File: config.mk
export PLATFORM = sky130hd
export DESIGN_NAME = iter_mult_wb
export DESIGN_NICKNAME = d
export VERILOG_FILES = /design/src/rtl/iter_mult_wb_pkg.sv /design/src/rtl/iter_mult_datapath.sv /design/src/rtl/iter_mult_wb.sv
export SDC_FILE = /design/constraint.sdc
export NUM_CORES = 1
export LEC_CHECK = 0
export CORE_ASPECT_RATIO = 0.7
export CORE_MARGIN = 3
export CORE_UTILIZATION = 60
export CTS_BUF_LIST = sky130_fd_sc_hd__clkbuf_2 sky130_fd_sc_hd__clkbuf_4 sky130_fd_sc_hd__clkbuf_8
export DETAILED_ROUTE_END_ITERATION = 10
export PLACE_DENSITY = 0.9
export SYNTH_ARGS = -nofsm -noshare
export SYNTH_HDL_FRONTEND = slang
export SYNTH_SLANG_ARGS = --single-unit
File: constraint.sdc
create_clock -name clk -period 8 [get_ports clk]
set_clock_uncertainty 0.05 [all_clocks]
set_input_delay 2 -clock clk [delete_from_list [all_inputs] [get_ports clk]]
set_output_delay 2 -clock clk [all_outputs]
set_load 0.01 [all_outputs]
File: src/rtl/iter_mult_wb_pkg.sv
// Shared definitions for the iterative shift-add multiply / write-back stage.
// Holds the FSM state encoding, default widths and the N/Z flag positions
// as they sit in the cspr word.
package iter_mult_wb_pkg;

  localparam int unsigned DEF_DATA_W = 32;
  localparam int unsigned DEF_ADDR_W = 4;
  localparam int unsigned DEF_CNT_W  = 6;

  // N and Z positions within the 32-bit cspr word
  localparam int unsigned CSPR_N_BIT = 31;
  localparam int unsigned CSPR_Z_BIT = 30;

  typedef enum logic [1:0] {
    IDLE = 2'd0,
    MUL  = 2'd1,
    WB   = 2'd2
  } state_e;

  typedef struct packed {
    logic n;
    logic z;
  } nz_flags_t;

  // Place the N/Z flags at their cspr bit positions
  function automatic logic [31:0] cspr_place(input nz_flags_t f);
    logic [31:0] w;
    w             = '0;
    w[CSPR_N_BIT] = f.n;
    w[CSPR_Z_BIT] = f.z;
    return w;
  endfunction

  // Pull the N/Z flags back out of a cspr word
  function automatic nz_flags_t cspr_extract(input logic [31:0] w);
    nz_flags_t f;
    f.n = w[CSPR_N_BIT];
    f.z = w[CSPR_Z_BIT];
    return f;
  endfunction

endpackage

File: src/rtl/iter_mult_datapath.sv
// Shift-add multiply datapath: accumulator, shifting multiplicand and
// multiplier, and iteration counter.
// Ports:
//   clk, rst_n     clock, async active-low reset
//   load_i         capture operands, clear acc and count
//   step_i         perform one multiplier-bit iteration
//   mcand_i        multiplicand operand
//   mplier_i       multiplier operand
//   acc_o          accumulated partial product (registered)
//   done_c_o       combinational: iteration finished, acc_o holds the product
// Build option: ITER_MULT_EARLY_TERM_EN ends iteration once no multiplier
// bits remain set.
module iter_mult_datapath #(
  parameter int unsigned DATA_W = 32,
  parameter int unsigned CNT_W  = 6
) (
  input  logic              clk,
  input  logic              rst_n,
  input  logic              load_i,
  input  logic              step_i,
  input  logic [DATA_W-1:0] mcand_i,
  input  logic [DATA_W-1:0] mplier_i,
  output logic [DATA_W-1:0] acc_o,
  output logic              done_c_o
);

  logic [DATA_W-1:0] acc_q,    acc_d;
  logic [DATA_W-1:0] mcand_q,  mcand_d;
  logic [DATA_W-1:0] mplier_q, mplier_d;
  logic [CNT_W-1:0]  count_q,  count_d;

  // Next-state: load has priority over step
  always_comb begin
    acc_d    = acc_q;
    mcand_d  = mcand_q;
    mplier_d = mplier_q;
    count_d  = count_q;
    if (load_i) begin
      acc_d    = '0;
      mcand_d  = mcand_i;
      mplier_d = mplier_i;
      count_d  = '0;
    end else if (step_i) begin
      acc_d    = acc_q + (mplier_q[0] ? mcand_q : '0);
      mcand_d  = mcand_q << 1;
      mplier_d = mplier_q >> 1;
      count_d  = count_q + CNT_W'(1);
    end
  end

  always_ff @(posedge clk or negedge rst_n) begin
    if (!rst_n) begin
      acc_q    <= '0;
      mcand_q  <= '0;
      mplier_q <= '0;
      count_q  <= '0;
    end else begin
      acc_q    <= acc_d;
      mcand_q  <= mcand_d;
      mplier_q <= mplier_d;
      count_q  <= count_d;
    end
  end

  // Finished after DATA_W steps; with early termination also once at least
  // one step has run and the shifted multiplier has no set bits left.
`ifdef ITER_MULT_EARLY_TERM_EN
  always_comb begin
    done_c_o = (count_q == CNT_W'(DATA_W)) ||
               ((count_q != '0) && (mplier_q == '0));
  end
`else
  always_comb begin
    done_c_o = (count_q == CNT_W'(DATA_W));
  end
`endif

  assign acc_o = acc_q;

endmodule

File: src/rtl/iter_mult_wb.sv
// Sequential shift-add multiplier sitting between the register-file read
// ports and the write-back port. Accepts Rs/Rm plus a destination index,
// iterates one multiplier bit per clock, then holds a write-back request
// until the register file acknowledges it.
// Ports:
//   clk, rst_n            clock, async active-low reset
//   op_valid / op_ready   operand handshake (op_ready high only when idle)
//   rs_data, rm_data      multiplicand, multiplier
//   dest_addr             write-back register index
//   busy                  operation in flight (MUL or WB)
//   wb_req, wb_address,
//   wb_data, wb_ack       write-back request, index, low product bits, accept
//   flag_n, flag_z        N/Z of the last written product
// Build option: ITER_MULT_EARLY_TERM_EN shortens MUL to the highest set
// multiplier bit (minimum one iteration).
module iter_mult_wb
  import iter_mult_wb_pkg::*;
#(
  parameter int unsigned DATA_W = DEF_DATA_W,
  parameter int unsigned ADDR_W = DEF_ADDR_W,
  parameter int unsigned CNT_W  = DEF_CNT_W
) (
  input  logic              clk,
  input  logic              rst_n,
  input  logic              op_valid,
  output logic              op_ready,
  input  logic [DATA_W-1:0] rs_data,
  input  logic [DATA_W-1:0] rm_data,
  input  logic [ADDR_W-1:0] dest_addr,
  output logic              busy,
  output logic              wb_req,
  output logic [ADDR_W-1:0] wb_address,
  output logic [DATA_W-1:0] wb_data,
  input  logic              wb_ack,
  output logic              flag_n,
  output logic              flag_z
);

  state_e            state_q,    state_d;
  logic              op_ready_q, op_ready_d;
  logic              busy_q,     busy_d;
  logic              wb_req_q,   wb_req_d;
  logic [ADDR_W-1:0] wb_addr_q,  wb_addr_d;
  logic [DATA_W-1:0] wb_data_q,  wb_data_d;
  nz_flags_t         flags_q,    flags_d;

  logic              dp_load;
  logic              dp_step;
  logic [DATA_W-1:0] dp_acc;
  logic              dp_done_c;

  iter_mult_datapath #(
    .DATA_W (DATA_W),
    .CNT_W  (CNT_W)
  ) u_datapath (
    .clk      (clk),
    .rst_n    (rst_n),
    .load_i   (dp_load),
    .step_i   (dp_step),
    .mcand_i  (rs_data),
    .mplier_i (rm_data),
    .acc_o    (dp_acc),
    .done_c_o (dp_done_c)
  );

  // Next-state and registered-output logic
  always_comb begin
    state_d    = state_q;
    op_ready_d = op_ready_q;
    busy_d     = busy_q;
    wb_req_d   = wb_req_q;
    wb_addr_d  = wb_addr_q;
    wb_data_d  = wb_data_q;
    flags_d    = flags_q;
    dp_load    = 1'b0;
    dp_step    = 1'b0;

    unique case (state_q)
      IDLE: begin
        if (op_valid) begin
          dp_load    = 1'b1;
          wb_addr_d  = dest_addr;
          op_ready_d = 1'b0;
          busy_d     = 1'b1;
          state_d    = MUL;
        end
      end
      MUL: begin
        // Product is complete once the datapath reports done; otherwise iterate
        if (dp_done_c) begin
          wb_data_d = dp_acc;
          wb_req_d  = 1'b1;
          state_d   = WB;
        end else begin
          dp_step = 1'b1;
        end
      end
      WB: begin
        if (wb_ack) begin
          wb_req_d   = 1'b0;
          flags_d.n  = wb_data_q[DATA_W-1];
          flags_d.z  = (wb_data_q == '0);
          busy_d     = 1'b0;
          op_ready_d = 1'b1;
          state_d    = IDLE;
        end
      end
      default: begin
        wb_req_d   = 1'b0;
        busy_d     = 1'b0;
        op_ready_d = 1'b1;
        state_d    = IDLE;
      end
    endcase
  end

  always_ff @(posedge clk or negedge rst_n) begin
    if (!rst_n) begin
      state_q    <= IDLE;
      op_ready_q <= 1'b1;
      busy_q     <= 1'b0;
      wb_req_q   <= 1'b0;
      wb_addr_q  <= '0;
      wb_data_q  <= '0;
      flags_q    <= '0;
    end else begin
      state_q    <= state_d;
      op_ready_q <= op_ready_d;
      busy_q     <= busy_d;
      wb_req_q   <= wb_req_d;
      wb_addr_q  <= wb_addr_d;
      wb_data_q  <= wb_data_d;
      flags_q    <= flags_d;
    end
  end

  assign op_ready   = op_ready_q;
  assign busy       = busy_q;
  assign wb_req     = wb_req_q;
  assign wb_address = wb_addr_q;
  assign wb_data    = wb_data_q;
  assign flag_n     = flags_q.n;
  assign flag_z     = flags_q.z;

endmodule

## After elaboration in Yosys (flattened, before gate mapping)

Index checks and enable logic that the tools add are counted.

| operators by class | value |
|---|---|
| $add $sub $neg | 2 |
| equal/unequal tests | 6 |
| mux-type cells | 25 |
| bitwise gates (word level) | 2 |
| reductions and logical operators | 9 |

Operator list:

| cell | number |
|---|---|
| $mux W32 | 7 |
| $add A32 B32 Y32 | 1 |
| $logic_not A32 Y1 | 1 |
| $mux W6 | 2 |
| $mux W1 | 9 |
| $pmux W1 S3 | 3 |
| $reduce_and A3 Y1 | 3 |
| $add A6 B1 Y6 const B | 1 |
| $eq A6 B6 Y1 const B | 1 |
| $mux W2 | 3 |
| $ne A2 B2 Y1 const B | 3 |
| $pmux W2 S3 | 1 |
| $reduce_and A2 Y1 | 3 |
| $eq A2 B1 Y1 const B | 1 |
| $eq A2 B2 Y1 const B | 1 |
| $logic_not A2 Y1 | 1 |
| $not A1 Y1 | 2 |
| $reduce_bool A2 Y1 | 1 |

| word-level totals | value |
|---|---|
| register bits | 145 |
| input bits | 72 |

## Logic depth before layout (Yosys ltp)

| logic depth | value |
|---|---|
| depth after elaboration | 5 |
| mapped depth | 12 |

## By module

From an unflattened synthesis, not the netlist that was laid out.

| unflattened totals | value |
|---|---|
| cell total of the unflattened synthesis | 793 |
| area total of the unflattened synthesis | 8,176.6 sq um |

Modules (own cells, without submodules):

| module | instances | cells each | area each (sq um) | seq. area each (sq um) |
|---|---|---|---|---|
| iter_mult_datapath | 1 | 680 | 6,326.1 | 2,552.4 |
| iter_mult_wb | 1 | 113 | 1,850.5 | 1,077.3 |

## Worst setup path after synthesis

No wires, ideal clock.

| path | value |
|---|---|
| kind | input to register |
| from | input op_valid |
| to | register u_datapath.mcand_q[22] |
| setup time | 0.066 ns |
| data arrival time | 3.360 ns |
| data required time | 7.884 ns |
| slack | 4.525 ns |
| stages on the path | 8 |
| buffers on the path | 3 |
| cells stage by stage | nor2b_1 -> and2_1 -> clkbuf_1 -> nor2_1 -> clkbuf_1 -> buf_1 -> nand2_1 -> nand2_1 |

| on the way | value |
|---|---|
| longest elaborated chain between the ends | 3 |
| elaborated cells on any way between the ends | 4 |
| classes of those cells | 3 x mux; 1 x reduce/logical |

RTL lines:

| item | RTL line | text |
|---|---|---|
| start, declared | iter_mult_wb.sv:25 | `input logic op_valid,` |
| $mux W1 (*) | iter_mult_wb.sv:80 | `if (op_valid) begin` |
| $mux W1 (*) | iter_mult_wb.sv:78 | `unique case (state_q)` |
| $mux W32 / $reduce_bool A2 Y1 (equally long branches) | -- |  |
| end signal, assigned | iter_mult_datapath.sv:59 | `mcand_q <= mcand_d;` |
| end, declared | iter_mult_datapath.sv:28 | `logic [DATA_W-1:0] mcand_q, mcand_d;` |

Mark *: on every way between the ends. The rest lies on a longest branch, timed or not.
A chain may end at the register's enable or synchronous reset.

## Worst setup path in the final report

| path | value |
|---|---|
| from | input op_valid |
| to | register u_datapath.acc_q[24] (netlist: u_datapath.acc_o[24]) |

| on the way | value |
|---|---|
| longest elaborated chain between the ends | 3 |
| elaborated cells on any way between the ends | 4 |
| classes of those cells | 3 x mux; 1 x reduce/logical |

RTL lines:

| item | RTL line | text |
|---|---|---|
| $mux W1 (*) | iter_mult_wb.sv:80 |  |
| $mux W1 (*) | iter_mult_wb.sv:78 |  |
| $mux W32 / $reduce_bool A2 Y1 (equally long branches) | -- |  |
| end signal, assigned | iter_mult_datapath.sv:53 | `acc_q <= '0;` |
| end signal, assigned | iter_mult_datapath.sv:58 | `acc_q <= acc_d;` |
| end, declared | iter_mult_datapath.sv:27 | `logic [DATA_W-1:0] acc_q, acc_d;` |

Marks and branches as above.

==> metrics.md <==
| Metric | Value |
|---|---|
| Worst slew margin relative to its limit | `33.8%` |
| Clock tree from TritonCTS | `yes` |
| Gate count of the mapped netlist | `864` |
| Dominant combinational cell family by area after synthesis | `simple AND/OR/NAND/NOR gates` |
| Period utilization | `48.6%` |
| Number of synthesized flops with an enable pin | `0` |
| Site Rows | `34` |
| Type of origin of the critical path | `input port` |
| Number of instances on the worst hold path | `2` |
| Via count of the first global-routing pass | `6539` |
| Total routed wirelength | `19700 µm` |
| Maximum number of pins on one net before global-route repair | `94` |
| Multiplexer share of the synthesized area | `4.99%` |
| Leading area contributor after synthesis | `dfrtp_1` |
| Power density normalized to cell area | `395 nW/µm²` |
| Kind of cell adding the most delay to the critical path | `buffers and inverters` |
| Simple-gate area share of the yosys netlist | `20.1%` |
| Area share of the largest cell type after synthesis | `45.9%` |
| Fraction of the yosys area taken by sequential cells | `46.2%` |
| Vias post-DR | `6909` |
| Number of detailed-routing iterations run before antenna repair | `5` |
| Category of the critical setup timing path | `in2reg` |
| Maximum operating frequency | `0.257 GHz` |
| Fin. max-slew vios | `0` |
| Cell depth of the worst setup path | `9` |
| Arrival time of the worst setup path | `4.18 ns` |
| Hold Path Class | `reg2reg` |
| Worst setup path startpoint | `op_valid` |
| Internal | `0.00214 W` |
| Number of sinks driven by the clock tree | `145` |
| Area of the core | `12600 µm²` |
| Number of remaining DRC errors | `0` |
| Required time at the worst-slack endpoint | `8.29 ns` |
| Mean post-synth cell area | `9.09 µm²` |
| Antenna violations before repair | `0` |
| Vias per inst | `6.14` |
| Routability cong. | `0.921` |
| Endpoint kind of the worst setup timing path | `register` |
| Actual transition at the worst max-transition pin | `0.993 ns` |
| Top fanout value on the critical path | `42` |
| Switching power | `0.00158 W` |
| Share of power burned in registers | `36.6%` |
| IR drop worst, VDD | `0.188 mV` |
| Ratio of cells with drive above 1 in the final layout | `9.34%` |
| Crit path capture | `u_datapath.acc_o[24]` |
| Setup Buffers After CTS | `0` |
| Combinational share of power | `48.9%` |
| Area contributors post-synth | `dfrtp_1 (46%), nand2_1 (8.8%), ha_1 (5.3%), mux2_2 (4.7%), a22oi_1 (3.0%)` |
| Clock buffers created by TritonCTS | `17` |
| Die Outline Area | `14500 µm²` |
| Setup-failing EPs final | `0` |
| Overall die width | `143 µm` |
| Maximum root-to-sink buffer count | `2` |
| Total gr overflow | `0` |
| Cells resized by post-CTS repair | `0` |
| Clock Pin Slew Worst Setup and Hold Paths | `0.08 ns` |
| Cell with the largest stage delay on the worst path | `clkdlybuf4s50_1` |
| Xor/xnor share of the synthesized area | `2.79%` |
| Setup slack, reg-to-reg | `4.17 ns` |
| Worst r2r path cells | `12` |
| Total count of hold-check failures in the final report | `0` |
| Global-route wire length before repair | `32300 µm` |
| Max-cap violations | `0` |
| Initial core utilization | `62.4%` |
| H-Tree Depth | `4` |
| CTS root buf | `clkbuf_8` |
| Synth Cell Area | `7860 µm²` |
| Quantity of I/O buffers inserted on ports | `112` |
| Chip height | `102 µm` |
| Critical path cell sequence | `clkdlybuf4s50_1, nor2b_1, and2_1, buf_4, nor2_2, buf_4, a22o_1, a31oi_1, nand2_1` |
| Post-synthesis share of cell area spent on full adders, half adders and majority gates | `5.51%` |
| Routed len/inst | `17.5 µm` |
| Synthesis-stage register bit count | `145` |
| Complex-gate fraction of the synthesized area | `17.1%` |
| Startpoint of the worst register-to-register path | `u_datapath.mplier_q[0]` |
| Distinct cell type count after synthesis | `60` |
| Cell mode on critical path | `buf_4` |
| Commonest register cell after synthesis | `dfrtp_1` |
| Clock share of power | `14.5%` |
| Total GRT Usage | `27.8%` |
| Net count of the finished layout | `1057` |
| Setup repair after global routing missed its margin | `false` |
| P&R area growth vs syn | `20.0%` |
| Yosys warning total | `0` |
| Antenna Cells | `0` |
| Critical path's largest stage delay | `0.45 ns` |
| Clock latency of the later-clocked register in the worst-skew pair | `0.45 ns` |
| Switching fraction of total power | `42.5%` |
| Starting DRT DRC Count | `918` |
| Run status | `finished, final reports clean` |
| Leak pwr | `4.26 nW` |
| Synthesized net count | `970` |
| Post-detailed-route count of antenna-violating nets | `0` |
| Top Ports | `113` |
| Shortest clock period the worst path allows after layout | `3.89 ns` |
| Count of buffering cells on the critical path with inverters included | `3` |
| Total Neg Setup Slack | `0 ns` |
| Capture instance of the worst register-to-register path | `u_datapath.acc_o[26]` |
| Number of hold-repair buffers added at the cts stage | `0` |
| HPWL after DPL | `13100 µm` |
| Proportion of register bits with asynchronous set or reset after synthesis | `100%` |
| Worst hold-check slack | `0.430 ns` |
-- cell families after synthesis --
| logic type | count (synthesis) |
|---|---|
| AND/OR/NAND/NOR | 354 |
| AO/OA/AOI/OAI | 204 |
| flip-flops | 145 |
| buffers and inverters | 67 |
| multiplexers | 35 |
| adder cells (fa/ha/maj) | 34 |
| XOR/XNOR | 25 |
-- flip-flops by register name, indices dropped and copies added, names as in the netlist --
signal,cells
u_datapath.acc_o,32
u_datapath.mcand_q,32
u_datapath.mplier_q,32
wb_data,32
u_datapath.count_q,6
wb_address,4
state_q,2
busy,1
flag_n,1
flag_z,1
op_ready,1
wb_req,1
-- power by group through the flow --
| stage | combinational (W) | clock [W] | sequential, W |
|---|---|---|---|
| 2_1_floorplan | 0.00127 | 0 | 0.00130 |
| 5_1_grt | 0.00203 | 0.000579 | 0.00140 |
| 4_1_cts | 0.00180 | 0.000545 | 0.00135 |
| 3_5_place_dp | 0.00179 | 0 | 0.00136 |
| 6_report | 0.00182 | 0.000539 | 0.00136 |
| 3_3_place_gp | 0.00171 | 0 | 0.00134 |
-- worst min-delay path by stage --
stage	slack, ns	endpoint	start
detailed placement	0.42	wb_address[0]	wb_address[0]
global route	0.46	wb_address[1]	wb_address[1]
finish	0.43	wb_address[0]	wb_address[0]
CTS	0.43	wb_address[0]	wb_address[0]
floorplan	0.39	u_datapath.acc_o[31]	u_datapath.acc_o[31]
global placement	0.41	u_datapath.acc_o[31]	u_datapath.acc_o[31]
-- cell usage after synthesis (5+ instances only) --
cell type,instances
and2_1,32
a22oi_1,31
a21o_1,10
nor2_1,51
buf_2,5
o21ai_0,42
a21oi_1,31
nand4_1,9
clkbuf_1,44
o31ai_1,6
a31oi_1,37
nor3_1,12
inv_1,15
ha_1,33
o21a_1,5
nand3_1,35
mux2_2,33
o21ai_1,7
nand2_1,185
dfrtp_1,144
xnor2_1,9
xor2_1,16
nor4_1,10
-- cells in the final DEF, fill, tap and decap left out, types with 10 or more instances in the layout --
| master | n |
|---|---|
| a31oi_1 | 37 |
| nor4_1 | 10 |
| xor2_1 | 16 |
| a21o_1 | 10 |
| nor3_1 | 11 |
| and2_1 | 32 |
| inv_1 | 15 |
| clkbuf_8 | 21 |
| o21ai_0 | 42 |
| dfrtp_1 | 144 |
| a21oi_1 | 31 |
| a22oi_1 | 31 |
| ha_1 | 33 |
| clkdlybuf4s50_1 | 111 |
| mux2_2 | 33 |
| nor2_1 | 50 |
| nand3_1 | 35 |
| nand2_1 | 184 |
-- per-stage QoR --
step | power, W | util (%) | std cells | setup slack (ns) | instance area (µm²)
final | 0.00372 | 74.8 | 1126 | 4.11 | 9420
after global routing | 0.00401 | 74.8 | 1126 | 3.91 | 9420
after CTS | 0.00370 | 74.8 | 1126 | 4.13 | 9420
after detailed placement | 0.00314 | 71.9 | 1094 | 3.66 | 9050
after global placement | 0.00305 | 71.9 | 1094 | 3.69 | 9050
after floorplan | 0.00257 | - | 864 | 4.52 | 7860
-- cell type report --
cell class | instances | area [µm²]
Clock buffer | 22 | 297
Tap cell | 162 | 203
Timing Repair Buffer | 119 | 1170
Inverter | 16 | 60.1
Sequential cell | 145 | 3630
Fill cell | 929 | 3170
Multi-Input combinational cell | 652 | 3980
Clock inverter | 10 | 76.3
-- metal layers --
metal	GRT usage [%]	wire, µm	vias up
li1	-	-	3239
met1	41.3	9010	3323
met2	41.3	8820	317
met3	5.66	1550	30
met4	8.77	287	0
met5	0	0	-
-- worst reg2reg max path: stages (launching register included) --
cell and delay (ns):
dfrtp_1 1.00, and2_1 0.25, ha_1 0.23, inv_1 0.08
fa_1 0.40, nor2b_1 0.19, o31ai_2 0.13, a21oi_2 0.25
o41ai_2 0.15, o31ai_2 0.30, nand2_1 0.16, or4_1 0.49
nand3_1 0.09
Power figures use the tool's default switching activity.
